`src/rtl/mul_pipe.sv`:
```
// mul_pipe: three-stage radix-4 Booth multiplier with sideband tag and
// valid/ready handshake. Define MUL_PIPE_ACC_EN to enable MADD/MSUB, which
// carries the accumulator operand through S1/S2 into the final adder.
module mul_pipe #(
    parameter int WIDTH = 32,
    parameter int TAG_W = 5
) (
    input  logic               clk,
    input  logic               reset,
    input  logic               flush,
    input  logic               flush_cause,
    input  logic               in_valid,
    output logic               in_ready,
    input  logic [WIDTH-1:0]   x,
    input  logic [WIDTH-1:0]   y,
    input  logic               s,
    input  logic [1:0]         op,
    input  logic [2*WIDTH-1:0] acc,
    input  logic [TAG_W-1:0]   tag_in,
    output logic               out_valid,
    input  logic               out_ready,
    output logic [2*WIDTH-1:0] z,
    output logic [TAG_W-1:0]   tag_out
);
    localparam int PW   = 2 * WIDTH;
    localparam int NPP  = WIDTH / 2 + 1;
    localparam int NROW = NPP + 1;
    localparam int NLO  = NROW / 2;
    localparam int NHI  = NROW - NLO;

    logic               r_v1, r_v2, r_v3;
    logic [TAG_W-1:0]   r_tag1, r_tag2, r_tagOut;
    logic [PW-1:0]      r_sum1, r_car1, r_sum2, r_car2, r_z;
    logic [PW-1:0]      r_hi1 [NHI];
`ifdef MUL_PIPE_ACC_EN
    logic [1:0]         r_op1, r_op2;
    logic [PW-1:0]      r_acc1, r_acc2;
`else
    logic               w_unusedAcc;
    assign w_unusedAcc = ^{op, acc};
`endif

    logic w_kill, w_stall, w_adv;
    assign w_kill    = flush & flush_cause;
    assign w_stall   = r_v3 & ~out_ready;
    assign w_adv     = ~w_kill & ~w_stall;
    assign in_ready  = ~reset & w_adv;
    assign out_valid = r_v3;
    assign z         = r_z;
    assign tag_out   = r_tagOut;

    // 3:2 compressor on full product-width vectors, returns {sum, carry}
    function automatic logic [2*PW-1:0] csa(input logic [PW-1:0] a,
                                            input logic [PW-1:0] b,
                                            input logic [PW-1:0] c);
        csa = {a ^ b ^ c, ((a & b) | (a & c) | (b & c)) << 1};
    endfunction

    logic [WIDTH:0]   w_xe;
    logic [WIDTH+1:0] w_ye;
    logic [WIDTH+2:0] w_yp;
    logic [PW-1:0]    w_xw;
    assign w_xe = {s & x[WIDTH-1], x};
    assign w_ye = {{2{s & y[WIDTH-1]}}, y};
    assign w_yp = {w_ye, 1'b0};
    assign w_xw = {{(PW-WIDTH-1){w_xe[WIDTH]}}, w_xe};

    logic [PW-1:0] w_rows [NROW];

    // Booth-encode y; negative digits are inverted here and their +1 goes into the last (correction) row
    always_comb begin
        logic [2:0]    b;
        logic [PW-1:0] m;
        logic          one, two, neg;
        b   = '0;
        m   = '0;
        one = 1'b0;
        two = 1'b0;
        neg = 1'b0;
        w_rows[NPP] = '0;
        for (int i = 0; i < NPP; i++) begin
            b   = w_yp[2*i +: 3];
            one = b[0] ^ b[1];
            two = (b == 3'b011) | (b == 3'b100);
            neg = b[2] & ~(b[1] & b[0]);
            m   = one ? w_xw : (two ? {w_xw[PW-2:0], 1'b0} : '0);
            w_rows[i] = (neg ? ~m : m) << (2*i);
            w_rows[NPP][2*i] = neg;
        end
    end

    logic [PW-1:0] w_sum1, w_car1;

    // First-half carry-save reduction of the lower rows, done before the S1 register
    always_comb begin
        logic [2*PW-1:0] t;
        t      = '0;
        w_sum1 = w_rows[0];
        w_car1 = '0;
        for (int i = 1; i < NLO; i++) begin
            t      = csa(w_sum1, w_car1, w_rows[i]);
            w_sum1 = t[2*PW-1:PW];
            w_car1 = t[PW-1:0];
        end
    end

    // S1 register: partial sum/carry pair plus the rows not yet compressed
    always_ff @(posedge clk) begin
        if (reset) begin
            r_v1   <= 1'b0;
            r_tag1 <= '0;
            r_sum1 <= '0;
            r_car1 <= '0;
            for (int j = 0; j < NHI; j++) r_hi1[j] <= '0;
`ifdef MUL_PIPE_ACC_EN
            r_op1  <= '0;
            r_acc1 <= '0;
`endif
        end else if (w_adv) begin
            r_v1 <= in_valid;
            if (in_valid) begin
                r_tag1 <= tag_in;
                r_sum1 <= w_sum1;
                r_car1 <= w_car1;
                for (int j = 0; j < NHI; j++) r_hi1[j] <= w_rows[NLO+j];
`ifdef MUL_PIPE_ACC_EN
                r_op1  <= op;
                r_acc1 <= acc;
`endif
            end
        end else if (w_kill) begin
            r_v1 <= 1'b0;
        end
    end

    logic [PW-1:0] w_sum2, w_car2;

    // Second-half carry-save reduction down to the final sum/carry pair
    always_comb begin
        logic [2*PW-1:0] t;
        t      = '0;
        w_sum2 = r_sum1;
        w_car2 = r_car1;
        for (int j = 0; j < NHI; j++) begin
            t      = csa(w_sum2, w_car2, r_hi1[j]);
            w_sum2 = t[2*PW-1:PW];
            w_car2 = t[PW-1:0];
        end
    end

    // S2 register: final redundant product and the latched op/acc
    always_ff @(posedge clk) begin
        if (reset) begin
            r_v2   <= 1'b0;
            r_tag2 <= '0;
            r_sum2 <= '0;
            r_car2 <= '0;
`ifdef MUL_PIPE_ACC_EN
            r_op2  <= '0;
            r_acc2 <= '0;
`endif
        end else if (w_adv) begin
            r_v2 <= r_v1;
            if (r_v1) begin
                r_tag2 <= r_tag1;
                r_sum2 <= w_sum2;
                r_car2 <= w_car2;
`ifdef MUL_PIPE_ACC_EN
                r_op2  <= r_op1;
                r_acc2 <= r_acc1;
`endif
            end
        end else if (w_kill) begin
            r_v2 <= 1'b0;
        end
    end

    logic [PW-1:0] w_prod, w_zNext;

    // Carry-propagate add, then optional accumulate (reserved op behaves as MUL)
    always_comb begin
        w_prod  = r_sum2 + r_car2;
        w_zNext = w_prod;
`ifdef MUL_PIPE_ACC_EN
        case (r_op2)
            2'b01:   w_zNext = r_acc2 + w_prod;
            2'b10:   w_zNext = r_acc2 - w_prod;
            default: w_zNext = w_prod;
        endcase
`endif
    end

    // S3 register: z and tag only change when a valid operation lands here
    always_ff @(posedge clk) begin
        if (reset) begin
            r_v3     <= 1'b0;
            r_z      <= '0;
            r_tagOut <= '0;
        end else if (w_adv) begin
            r_v3 <= r_v2;
            if (r_v2) begin
                r_z      <= w_zNext;
                r_tagOut <= r_tag2;
            end
        end else if (w_kill) begin
            r_v3 <= 1'b0;
        end
    end

endmodule

```
`config.mk`:
```
export PLATFORM = sky130hd
export DESIGN_NAME = mul_pipe
export DESIGN_NICKNAME = d
export VERILOG_FILES = /design/src/rtl/mul_pipe.sv
export SDC_FILE = /design/constraint.sdc
export NUM_CORES = 2
export LEC_CHECK = 0
export BUFFER_PORTS_ARGS = -buffer_cell sky130_fd_sc_hd__buf_2
export CORE_MARGIN = 5
export CORE_UTILIZATION = 45
export CTS_CLUSTER_SIZE = 25
export DETAILED_ROUTE_END_ITERATION = 10
export GPL_ROUTABILITY_DRIVEN = 1
export HOLD_SLACK_MARGIN = 0.08
export PLACE_DENSITY = 0.74
export SYNTH_ARGS = -nofsm -noshare
export SYNTH_HDL_FRONTEND = slang
export SYNTH_SLANG_ARGS = --single-unit
```
`constraint.sdc`:
```
create_clock -name clk -period 8.4 [get_ports clk]
set_input_delay 1.68 -clock clk [delete_from_list [all_inputs] [get_ports clk]]
set_output_delay 1.68 -clock clk [all_outputs]
set_load 0.1 [all_outputs]
```
==> impl_metrics.tcl <==
set metrics [dict create \
    ant_nets 0 \
    routed_wl_um 136500 \
    worst_pin_slew_ps 1187 \
    crit_type "in -> reg" \
    min_to "z[48]" \
    grt_pass1_wl_um 213100 \
    status "finished clean" \
    multi_input_area_um2 30640 \
    cp_slowest_cell "fa_1" \
    r2r-end "r_sum2[62]" \
    max_cap_violations 0 \
    mostFrequentLayoutCell "fa_1" \
    whs_ps 449.3 \
    p_int_mw 12.29 \
    synth.distinct_cells 72 \
    ff2ff_path_depth 13 \
    hpwl_um 96700 \
    start_kind "input port" \
    final_hold_viol_count 0 \
    first_iter_violations 3939 \
    die_w_um 335.0 \
    final.period_utilization 0.8300 \
    regArea_um2 14440 \
    synth_area_um2 47530 \
    syn_nets 5655 \
    core_area_um2 105100 \
    worstSetupEndpointType "flop" \
    rsz0062_at_grt "false" \
    drtPass1Iterations 7 \
    path_cells "buf_2 > clkinv_1 > buf_4 > ha_1 > buf_4 > o21ai_0 > a21o_1 > ha_1 > maj3_1 > inv_1 > fa_1 > fa_1 > fa_1 > fa_1 > inv_1 > fa_1 > fa_1 > a22o_1" \
    cellLeakagePower_nw 20.69 \
    muxShareOfSynthArea 0.004002 \
    seqPwrFrac 0.160 \
    port_buffers 146 \
    via_per_inst 5.974 \
    h-tree-depth 3 \
    synth_ff_type "dfxtp_1" \
    avgRoutedWirePerCell_um 22.59 \
    yosysSeqAreaShare 0.3039 \
    power_density_nw_per_um2 433.6 \
    p_sw_mw 10.09 \
    synth_compound_area_frac 0.1584 \
    layout_common_cells "fa_1 (510), a22oi_1 (472), nand2_1 (391)" \
    grt_pass1_vias 36260 \
    cts_setup_buffers 0 \
    fin_ws_ps 1428 \
    skew_ps 33.45 \
    finalPower_mw 22.38 \
    report.final.slew_viol_count 0 \
    avgSynthCellArea_um2 10.08 \
    synth_top_family_by_area "adder cells" \
    track_usage 0.2387 \
    r2r_start "r_sum1[62]" \
    regToRegSetupSlack_ps 2690 \
    drive_above_1_share 0.08457 \
    slowest_delay_ps 610 \
    antenna_found_initial 21 \
    yosys_warnings 0 \
    sw_frac_of_total 0.4507 \
    row_count 119 \
    die-height_um 335.0 \
    cts_buffers 66 \
    grt_max_degree 152 \
    clk_pin_slew_ps 60 \
    post_cts_resized 0 \
    drc 0 \
    nNetsFinal 5522 \
    setup_violations 0 \
    n_fill_cell 9438 \
    gp_congestion 0.9183 \
    cts.sinks 578 \
    clock.fmax_ghz 0.1434 \
    post-route-util 0.4909 \
    overflow 0 \
    ys_ff_latch 578 \
    initial_utilization 0.4521 \
    synth_edf_count 287 \
    dp_slack_ps 814.8 \
    crit_buf_inv 6 \
    p_comb_frac 0.701 \
    via_count 36090 \
    arrival_ps 7490 \
    synth_fa_ha_area_frac 0.2908 \
    cp_top_family "adder cells" \
    clk_latency_ps 630 \
    path_max_fanout 38 \
    critPathMostFrequentCell "fa_1" \
    pwr-share-clk 0.139 \
    critPathRequiredTime_ps 8910 \
    synth-xor-area-share 0.1041 \
    areaGrowthSynthToFinish_pct 8.585 \
    setup_tns_ps 0 \
    period_needed_ps 6972 \
    whs_path_depth 2 \
    pin_count 213 \
    clockRootBuffer "clkbuf_16" \
    hp-start "z[48]" \
    async_flop_share 0 \
    ctsHoldBuffers 0 \
    tritoncts "done" \
    yosys.area_share.simple 0.08301 \
    synthesis.instances 4716 \
    maxSlewHeadroom 0.2087 \
    ir_drop_v 0.0003820 \
    ctsLongestPathBuffers 3 \
    dieArea_um2 112200 \
    min_path_type "reg -> reg" \
]
-- per-layer routing --
layer  track usage  routed length (µm)  part of all wire  vias to the layer above
met4       0.08626                5270             0.039                       12
met3       0.06230               14840              0.11                      338
met2        0.3636               59820              0.44                     1923
li1              -                   -                 -                    15990
met5             0                  82           0.00060                        -
met1        0.3308               56460              0.41                    17830
-- logic make-up after synthesis --
group,after synthesis
other,1
AND/OR/NAND/NOR,935
multiplexers,19
buffers and inverters,701
adder cells (fa/ha/maj),799
flip-flops,578
XOR/XNOR,565
AO/OA/AOI/OAI,1118
-- metrics by stage --
stage / cells / cell area (µm²)
floorplan: 4716 / 47530
global placement: 5906 / 49230
detailed placement: 5906 / 49230
CTS: 6026 / 51570
global route: 6027 / 51570
finish: 6041 / 51610
-- synth_stat cells, drive strengths merged (9+ instances only) --
library cell / count / share of area
or3: 10 / 0.0013
o21bai: 14 / 0.0022
inv: 274 / 0.022
buf: 39 / 0.0034
fa: 510 / 0.21
a31oi: 16 / 0.0021
and3: 9 / 0.0012
mux2i: 19 / 0.0040
a22o: 90 / 0.017
clkbuf: 386 / 0.030
nand2b: 12 / 0.0016
o21ai: 85 / 0.0091
nor4: 34 / 0.0048
ha: 287 / 0.076
nand2: 395 / 0.031
a22oi: 472 / 0.075
nand4: 27 / 0.0037
nor2: 359 / 0.028
dfxtp: 291 / 0.12
xnor2: 332 / 0.061
a21o: 15 / 0.0024
o211ai: 13 / 0.0021
edfxtp: 287 / 0.18
a21oi: 328 / 0.035
xor2: 233 / 0.043
nor3: 23 / 0.0024
a211oi: 35 / 0.0057
nand3: 35 / 0.0037
-- tightest hold or removal path: stages (launching register included) --
cell     delay [ps]
dfxtp_1         310
nand2_1          50
a21oi_1          50
-- area by class of cell --
cell class                 count  share of cell area
antenna                       15           0.0007273
clock buffer                  86             0.03712
clock inverter                34            0.008243
inverter                     276             0.02015
multi-input combinational   3437              0.5938
sequential                   578              0.2799
tap                         1391             0.03372
timing repair buffer         224             0.02635
-- state kept, by name, indices dropped and copies added (netlist names) --
signal     cells
out_valid      1
r_car1        41
r_car2        54
r_hi1        287
r_sum1        50
r_sum2        64
r_tag1         5
r_tag2         5
r_v1           1
r_v2           1
tag_out        5
z             64
-- worst max path at each step --
stage	from	to	slack, ps	depth (start not counted)
detailed placement	y[1]	r_sum1[47]	810	18
global route	y[1]	r_sum1[62]	1240	19
floorplan	out_ready	r_hi1[0][109]	630	6
global placement	y[1]	r_sum1[47]	870	18
CTS	y[1]	r_sum1[47]	1490	18
finish	y[1]	r_sum1[47]	1430	18
-- power by group through the flow --
| stage | combinational, mW | clock, mW | sequential, mW |
|---|---|---|---|
| 2_1_floorplan | 10.6 | 0 | 3.63 |
| 3_3_place_gp | 14.8 | 0 | 3.62 |
| 3_5_place_dp | 15.3 | 0 | 3.64 |
| 4_1_cts | 15.5 | 3.15 | 3.58 |
| 5_1_grt | 17.8 | 3.27 | 3.61 |
| 6_report | 15.7 | 3.11 | 3.58 |
Power figures use the tool's default switching activity.
